## config.mk

```make
export PLATFORM = sky130hd
export DESIGN_NAME = sqrt_iter_n
export DESIGN_NICKNAME = d
export VERILOG_FILES = /design/src/rtl/sqrt_pkg.sv /design/src/rtl/sqrt_ctrl.sv /design/src/rtl/sqrt_iter_n.sv
export SDC_FILE = /design/constraint.sdc
export NUM_CORES = 1
export LEC_CHECK = 0
export ABC_AREA = 0
export CAP_MARGIN = 15
export CORE_ASPECT_RATIO = 1.75
export CORE_MARGIN = 3
export CORE_UTILIZATION = 59
export DETAILED_ROUTE_END_ITERATION = 7
export GPL_ROUTABILITY_DRIVEN = 0
export PLACE_DENSITY = 0.86
export SLEW_MARGIN = 10
export SYNTH_ARGS = -nofsm -noshare
export SYNTH_HDL_FRONTEND = slang
export SYNTH_SLANG_ARGS = --single-unit
```

## constraint.sdc

```tcl
create_clock -name clk_i -period 4.6 [get_ports clk_i]
set_input_delay 0.92 -clock clk_i [delete_from_list [all_inputs] [get_ports clk_i]]
set_output_delay 0.92 -clock clk_i [all_outputs]
set_load 0.02 [all_outputs]
```

## src/rtl/sqrt_pkg.sv

```systemverilog
// Shared definitions for the iterative square-root unit.
//   state_e   : controller state encoding (IDLE, SHIFT, TRIAL, DONE)
//   cnt_width : bits needed to hold the iteration count WIDTH/2
package sqrt_pkg;

  typedef enum logic [1:0] {
    StIdle  = 2'd0,
    StShift = 2'd1,
    StTrial = 2'd2,
    StDone  = 2'd3
  } state_e;

  function automatic int unsigned cnt_width(input int unsigned width);
    return $clog2(width / 2 + 1);
  endfunction

endpackage

```

## src/rtl/sqrt_ctrl.sv

```systemverilog
// Sequencer for sqrt_iter_n: FSM plus iteration counter.
//   clk_i, rst_ni : clock, asynchronous active-low reset
//   init_i        : start request, honoured only in IDLE
//   ld_o          : load operand and clear R/Q (IDLE accepting init)
//   sh_o          : shift two radicand bits into R (SHIFT)
//   trial_en_o    : perform trial subtraction and root-bit update (TRIAL)
//   ld_res_o      : capture result registers (last TRIAL)
//   busy_o        : high in SHIFT and TRIAL
//   done_o        : high in DONE
module sqrt_ctrl
  import sqrt_pkg::*;
#(
  parameter int unsigned Width = 16
) (
  input  logic clk_i,
  input  logic rst_ni,
  input  logic init_i,
  output logic ld_o,
  output logic sh_o,
  output logic trial_en_o,
  output logic ld_res_o,
  output logic busy_o,
  output logic done_o
);

  localparam int unsigned CntW = cnt_width(Width);
  localparam logic [CntW-1:0] CntInit = CntW'(Width / 2);
  localparam logic [CntW-1:0] CntOne  = CntW'(1);

  state_e          state_q, state_d;
  logic [CntW-1:0] cnt_q, cnt_d;

  always_ff @(posedge clk_i or negedge rst_ni) begin
    if (!rst_ni) begin
      state_q <= StIdle;
      cnt_q   <= '0;
    end else begin
      state_q <= state_d;
      cnt_q   <= cnt_d;
    end
  end

  always_comb begin
    state_d    = state_q;
    cnt_d      = cnt_q;
    ld_o       = 1'b0;
    sh_o       = 1'b0;
    trial_en_o = 1'b0;
    ld_res_o   = 1'b0;
    unique case (state_q)
      StIdle: begin
        if (init_i) begin
          ld_o    = 1'b1;
          cnt_d   = CntInit;
          state_d = StShift;
        end
      end
      StShift: begin
        sh_o    = 1'b1;
        state_d = StTrial;
      end
      StTrial: begin
        trial_en_o = 1'b1;
        cnt_d      = cnt_q - CntOne;
        if (cnt_q == CntOne) begin
          ld_res_o = 1'b1;
          state_d  = StDone;
        end else begin
          state_d = StShift;
        end
      end
      StDone: begin
        // Holding init keeps us here so one long request yields one operation.
        if (!init_i) state_d = StIdle;
      end
      default: state_d = StIdle;
    endcase
  end

  assign busy_o = (state_q == StShift) || (state_q == StTrial);
  assign done_o = (state_q == StDone);

endmodule

```

## src/rtl/sqrt_iter_n.sv

```systemverilog
// Iterative restoring integer square root, two radicand bits per iteration.
//   clk_i, rst_ni : clock, asynchronous active-low reset
//   init_i        : start request (level), accepted only when idle
//   radicand_i    : WIDTH-bit operand, sampled on the accepting edge
//   root_o        : floor(sqrt(radicand)), held until the next result
//   remainder_o   : radicand - root^2, held until the next result
//   busy_o        : computation in progress
//   done_o        : result ready; cleared once init_i is seen low
module sqrt_iter_n
  import sqrt_pkg::*;
#(
  parameter int unsigned WIDTH = 16
) (
  input  logic               clk_i,
  input  logic               rst_ni,
  input  logic               init_i,
  input  logic [WIDTH-1:0]   radicand_i,
  output logic [WIDTH/2-1:0] root_o,
  output logic [WIDTH/2:0]   remainder_o,
  output logic               busy_o,
  output logic               done_o
);

  localparam int unsigned Half = WIDTH / 2;
  // One extra bit beyond the remainder range carries the trial sign.
  localparam int unsigned RW   = Half + 2;

  logic             ld, sh, trial_en, ld_res;
  logic [WIDTH-1:0] a_q, a_d;
  logic [RW-1:0]    r_q, r_d, trial;
  logic [Half-1:0]  q_q, q_d, root_q, root_d;
  logic [Half:0]    rem_q, rem_d;

  sqrt_ctrl #(
    .Width (WIDTH)
  ) u_ctrl (
    .clk_i      (clk_i),
    .rst_ni     (rst_ni),
    .init_i     (init_i),
    .ld_o       (ld),
    .sh_o       (sh),
    .trial_en_o (trial_en),
    .ld_res_o   (ld_res),
    .busy_o     (busy_o),
    .done_o     (done_o)
  );

  assign trial = r_q - {q_q, 2'b01};

  always_comb begin
    a_d    = a_q;
    r_d    = r_q;
    q_d    = q_q;
    root_d = root_q;
    rem_d  = rem_q;
    if (ld) begin
      a_d = radicand_i;
      r_d = '0;
      q_d = '0;
    end
    if (sh) begin
      r_d = {r_q[Half-1:0], a_q[WIDTH-1 -: 2]};
      a_d = {a_q[WIDTH-3:0], 2'b00};
    end
    if (trial_en) begin
      // Negative trial (MSB set) restores: R keeps its value, root bit is 0.
      if (!trial[RW-1]) r_d = trial;
      q_d = {q_q[Half-2:0], ~trial[RW-1]};
    end
    if (ld_res) begin
      root_d = q_d;
      rem_d  = r_d[Half:0];
    end
  end

  always_ff @(posedge clk_i or negedge rst_ni) begin
    if (!rst_ni) begin
      a_q    <= '0;
      r_q    <= '0;
      q_q    <= '0;
      root_q <= '0;
      rem_q  <= '0;
    end else begin
      a_q    <= a_d;
      r_q    <= r_d;
      q_q    <= q_d;
      root_q <= root_d;
      rem_q  <= rem_d;
    end
  end

  assign root_o      = root_q;
  assign remainder_o = rem_q;

endmodule

```

==> results of run 1 <==
## how the worst max path moves through the flow
| stage | endpoint | from | slack, ns | cells after the start |
|---|---|---|---|---|
| final | remainder_o[4]$_DFFE_PN0P_ | r_q[4]$_DFF_PN0_ | 1.76 | 8 |
| after global placement | remainder_o[6]$_DFFE_PN0P_ | init_i | 1.90 | 8 |
| after detailed placement | remainder_o[4]$_DFFE_PN0P_ | r_q[4]$_DFF_PN0_ | 1.78 | 8 |
| after CTS | remainder_o[4]$_DFFE_PN0P_ | r_q[4]$_DFF_PN0_ | 1.75 | 8 |
| after floorplan | remainder_o[8]$_DFFE_PN0P_ | r_q[4]$_DFF_PN0_ | 2.13 | 8 |
| after global routing | remainder_o[4]$_DFFE_PN0P_ | r_q[4]$_DFF_PN0_ | 1.60 | 8 |
## stage by stage
step                hold WS [ns]  power, uW  instances
floorplan                 0.4496       1863        287
global placement          0.4660       2219        370
detailed placement        0.4803       2285        370
CTS                       0.4950       2829        386
global route              0.5169       3039        386
finish                    0.4920       2814        386
## sequential cells by signal, indices dropped and copies added (netlist names)
| register | cells |
|---|---|
| u_ctrl.state_q | 2 |
| root_o | 8 |
| q_q | 8 |
| a_q | 16 |
| remainder_o | 9 |
| u_ctrl.cnt_q | 4 |
| r_q | 10 |
## area by class of cell
| cell class | instances | area, um2 | area share [%] |
|---|---|---|---|
| flip-flops and latches | 57 | 1426 | 39.99 |
| well taps | 52 | 65.06 | 1.824 |
| clock inverters | 3 | 46.29 | 1.298 |
| inverters | 14 | 52.55 | 1.473 |
| multi-input cells | 204 | 1388 | 38.90 |
| repair buffers | 43 | 410.4 | 11.50 |
| clock buffers | 13 | 178.9 | 5.016 |
## power by group through the flow
stage | logic [uW] | clock network [uW] | registers [uW]
after CTS | 1430 | 522 | 876
after global placement | 1350 | 0 | 872
after floorplan | 964 | 0 | 900
after detailed placement | 1400 | 0 | 882
final | 1420 | 513 | 878
after global routing | 1590 | 548 | 906
## synthesized netlist by cell type (2+ instances only)
cell type,instances
ha_1,14
a21o_1,2
nand2b_1,4
mux2i_1,24
xnor2_1,3
nand3_1,4
mux2_2,19
a21oi_1,17
o2111ai_1,2
nand2_1,50
nor2_1,13
nand3b_1,3
dfrtp_1,57
clkbuf_1,8
o21ai_0,31
xor2_1,4
buf_2,2
nor2b_1,4
inv_1,14
## worst max-delay path: cells and delay by family (launching register included)
family,cells,cell delay [ns]
and+or+nand+nor,1,0.21
adders and majority gates,1,0.37
AOI/OAI and AO/OA,2,0.49
DFF,1,0.41
muxes,3,0.96
buffers and inverters,1,0.28
## kinds of logic after synthesis
logic type / count (synthesis) / share of synthesized area [%]
compound gates: 58 / 11.17
xor+xnor: 7 / 2.105
fa+ha+maj: 14 / 6.014
buf+inv: 26 / 3.694
flops: 57 / 48.97
mux: 43 / 15.59
simple gates: 82 / 12.46
## routing by layer
metal | routed length (um) | global-route usage (%) | vias to the layer above | share of wire, %
li1 | - | - | 1068 | -
met2 | 3624 | 44.04 | 50 | 56
met1 | 2424 | 28.05 | 1113 | 38
met5 | 0 | 0 | - | 0
met4 | 206 | 13.09 | 0 | 3.2
met3 | 184 | 4.980 | 17 | 2.9
==> impl_metrics.tcl, run 1 <==
set metrics [dict create \
    status "completed" \
    io_pins 38 \
    p_comb_share_pct 50.6 \
    power.switching_uw 1153 \
    root_buffer "clkbuf_8" \
    rows 33 \
    grt_pass1_wl_um 11000 \
    synthArstFlopShare_pct 100.0 \
    drt_iter0_drc 78 \
    placedInstanceArea_mm2 0.003342 \
    grt_pass1_vias 2389 \
    synth.avg_cell_area_um2 10.15 \
    cp.arrival_ns 3.05 \
    seq_area_frac_synth_pct 48.97 \
    dp_hpwl_um 4486 \
    fmax_mhz 352.1 \
    grt_setup_unrepaired "false" \
    vias_per_cell 5.824 \
    syn-num-nets 320 \
    final_util_pct 75.78 \
    min_to "a_q[3]$_DFFE_PN0P_" \
    max_stage_delay_ns 0.41 \
    cp.required_ns 4.81 \
    synth_edf_count 0 \
    cts_htree_levels 3 \
    coreArea_mm2 0.004707 \
    seqPwrFrac_pct 31.2 \
    synth-main-ff-cell "dfrtp_1" \
    clk_pin_slew_ns 0.07 \
    nets 362 \
    post_cts_buffers 0 \
    peakVddDrop_uv 600.6 \
    hp-start "a_q[1]$_DFFE_PN0P_" \
    tightestPinTransition_ns 0.4715 \
    reg2reg_to "remainder_o[4]$_DFFE_PN0P_" \
    fin_skew_ns 0.009181 \
    clkLatencyLatePin_ns 0.33 \
    yosys_register_bits 57 \
    drtAntennaViolNets 0 \
    grt_usage_pct 25.30 \
    cts_buffers 9 \
    wl_per_cell_um 16.68 \
    fin_ws_ns 1.760 \
    post_cts_resize_count 0 \
    p_leak_uw 0.001683 \
    hold_class "reg2reg" \
    io_buffers 37 \
    critPathMaxFanout 9 \
    critPathLaunchType "register" \
    slew-limit-headroom_pct 68.23 \
    reg2reg_depth 8 \
    start_util_pct 61.88 \
    hold_depth 2 \
    finalHoldViolations 0 \
    grt_max_degree 41 \
    ys_top_cells_by_area "dfrtp_1 (49%), mux2i_1 (8.2%), mux2_2 (7.3%), nand2_1 (6.4%), ha_1 (6.0%)" \
    layout_min_cycle_time_ns 2.840 \
    syn_area_mm2 0.002913 \
    r2r_start "r_q[4]$_DFF_PN0_" \
    wl_um 6440 \
    final_cell_mix "dfrtp_1 (57), nand2_1 (50), clkdlybuf4s50_1 (36)" \
    syn_inst 287 \
    fill_cells 329 \
    cts_tree "built" \
    critical-path-slowest-cell "dfrtp_1" \
    synth_area_leader_cell "dfrtp_1" \
    timing.setup.tns_ns 0 \
    critPathKind "reg2reg" \
    crit_top_cell "mux2_2" \
    clock_path_buffers 2 \
    clkPwrFrac_pct 18.2 \
    die_y_um 98.95 \
    final-max-slew-violation-count 0 \
    area_growth_pct 22.47 \
    swShare_pct 40.97 \
    overflow 0 \
    crit_chain "ha_1 -> a21o_1 -> nand3b_1 -> a41o_1 -> mux2i_1 -> buf_4 -> mux2_2 -> mux2_2" \
    layout_commonest_cell "dfrtp_1" \
    antenna_found_initial 0 \
    yosysWarnings 0 \
    maxCapViolations 0 \
    finalCritPeriodShare_pct 61.74 \
    pre_cts_ws_ns 1.782 \
    synthDistinctLibCells 31 \
    p_per_area_mw_per_mm2 788.9 \
    drive_above_1_share_pct 13.77 \
    hold_buffers 0 \
    dr_total_vias 2248 \
    reg2reg_setup_slack_ns 1.76 \
    numClockSinks 57 \
    setup_viol 0 \
    die_w_um 59.12 \
    drc_errors 0 \
    endpoint_kind "register" \
    diodes 0 \
    p_int_uw 1661 \
    first_pass_iters 4 \
    fin_area_mm2 0.003567 \
    yosysTopAreaCellShare_pct 48.97 \
    die_area_mm2 0.005849 \
]
Note: power is estimated with default switching activity, not from simulation.
==> run 2, diff against run 1 <==
CORE_UTILIZATION = 55   (was 59)
PLACE_DENSITY = 0.81   (was 0.86)
clock period = 2.7 ns   (was 4.6 ns; I/O delays follow)
==> run 2 against run 1 <==
Compared with the run above: non-clock buffer count rose by 4; critical path depth fell by 1; critical endpoint unchanged; global-route usage fell by 2.9 points; via count fell by 1.0%; critical path type unchanged; first-iteration DRC count fell by 17%; design area rose by 0.56%; largest cell class unchanged; worst setup slack got worse by 1.6 ns; largest power group unchanged.
==> impl_metrics.tcl, run 2 (synthesis results as in run 1) <==
set metrics [dict create \
    grt_usage_pct 22.42 \
    reg2reg_setup_slack_ns 0.13 \
    status "completed" \
    final_cells 392 \
    dp_hpwl_um 4386 \
    slew-limit-headroom_pct 45.16 \
    fin_skew_ns 0.005985 \
    start_util_pct 57.54 \
    wl_per_cell_um 15.57 \
    critPathKind "reg2reg" \
    reg2reg_depth 7 \
    cts_buffers 9 \
    cp.arrival_ns 2.79 \
    root_buffer "clkbuf_8" \
    numClockSinks 57 \
    rows 34 \
    diodes 0 \
    clk_pin_slew_ns 0.07 \
    endpoint_kind "register" \
    dr_total_vias 2225 \
    drt_iter0_drc 65 \
    die_area_mm2 0.006239 \
    critPathMaxFanout 5 \
    die_w_um 61.01 \
    setup_viol 0 \
    largest_register_ffs 16 \
    timing.setup.tns_ns 0 \
    hold_buffers 0 \
    r2r_start "r_q[4]$_DFF_PN0_" \
    cts_tree "built" \
    finalCritPeriodShare_pct 95.17 \
    maxCapViolations 0 \
    peakVddDrop_uv 820.4 \
    grt_pass1_vias 2281 \
    layout_commonest_cell "dfrtp_1" \
    reg2reg_to "remainder_o[4]$_DFFE_PN0P_" \
    layout_min_cycle_time_ns 2.570 \
    wl_um 6102 \
    grt_pass1_wl_um 10090 \
    grt_max_degree 58 \
    grt_setup_unrepaired "false" \
    finalHoldViolations 0 \
    top_register "a_q" \
    drc_errors 0 \
    fmax_mhz 389.1 \
    vias_per_cell 5.676 \
    post-place-cells 376 \
    area_growth_pct 23.15 \
    clock_path_buffers 2 \
    antenna_found_initial 0 \
    drtAntennaViolNets 0 \
    first_pass_iters 4 \
    critPathLaunchType "register" \
    final_cell_mix "dfrtp_1 (57), nand2_1 (50), clkdlybuf4s50_1 (36)" \
    cp.required_ns 2.92 \
    nets 366 \
    final-max-slew-violation-count 0 \
    coreArea_mm2 0.005062 \
    p_leak_uw 0.001687 \
    overflow 0 \
    p_per_area_mw_per_mm2 1319 \
    io_pins 38 \
    tightestPinTransition_ns 0.8226 \
    cts_htree_levels 3 \
    io_buffers 37 \
    drive_above_1_share_pct 14.79 \
    die_y_um 102.3 \
    whs_ns 0.3441 \
    hold_class "in2async" \
    clkLatencyLatePin_ns 0.34 \
]
run 2: stage by stage:
stage / worst slack, ns / util, % / instance area, um2 / total power (uW)
after CTS: 0.08035 / 70.79 / 3583 / 4753
final: 0.1303 / 70.86 / 3587 / 4733
after global placement: 0.1755 / 66.91 / 3387 / 3860
after floorplan: 0.2292 / - / 2913 / 3174
after global routing: 0.05120 / 70.86 / 3587 / 5097
after detailed placement: 0.1004 / 66.91 / 3387 / 3940
run 2: layer usage:
layer  vias to the layer above  global-route usage (%)  wire length, um
li1                       1077                       -                -
met1                      1082                   23.87             2396
met2                        49                   37.92             3306
met3                        17                   6.448              166
met4                         0                   13.36              231
met5                         -                       0                0
run 2: what timing repair did:
action / CTS / global route
buffers inserted: 0 / 0
gates resized for setup: 0 / 1
endpoints found under the setup margin: 0 / 2
run 2: layout make-up:
cell class              count  area (um2)
fillers                   377        1475
flip-flops and latches     57        1426
multi-input cells         204        1391
repair buffers             47       452.9
clock buffers              11       141.4
well taps                  54       67.56
clock inverters             5       55.05
inverters                  14       52.55
run 2: worst max-delay path, stage by stage (launching register included):
cell and delay, ns:
dfrtp_1 0.40, ha_1 0.37, a21o_1 0.22, nand3b_1 0.21
a41o_1 0.28, mux2i_2 0.32, mux2_2 0.39, mux2_2 0.26
run 2: how the worst max path moves through the flow:
stage / endpoint / cells after the start / start / slack [ns]
2_1_floorplan: remainder_o[8]$_DFFE_PN0P_ / 8 / r_q[4]$_DFF_PN0_ / 0.23
3_3_place_gp: remainder_o[8]$_DFFE_PN0P_ / 7 / r_q[4]$_DFF_PN0_ / 0.18
3_5_place_dp: remainder_o[4]$_DFFE_PN0P_ / 7 / r_q[4]$_DFF_PN0_ / 0.10
4_1_cts: remainder_o[4]$_DFFE_PN0P_ / 7 / r_q[4]$_DFF_PN0_ / 0.08
5_1_grt: remainder_o[8]$_DFFE_PN0P_ / 7 / r_q[4]$_DFF_PN0_ / 0.05
6_report: remainder_o[4]$_DFFE_PN0P_ / 7 / r_q[4]$_DFF_PN0_ / 0.13
run 2: power breakdown:
| part | switching, uW | total [uW] | internal, uW |
|---|---|---|---|
| clock network | 336 | 784 | 448 |
| registers | 268 | 1490 | 1220 |
| logic | 1320 | 2460 | 1140 |
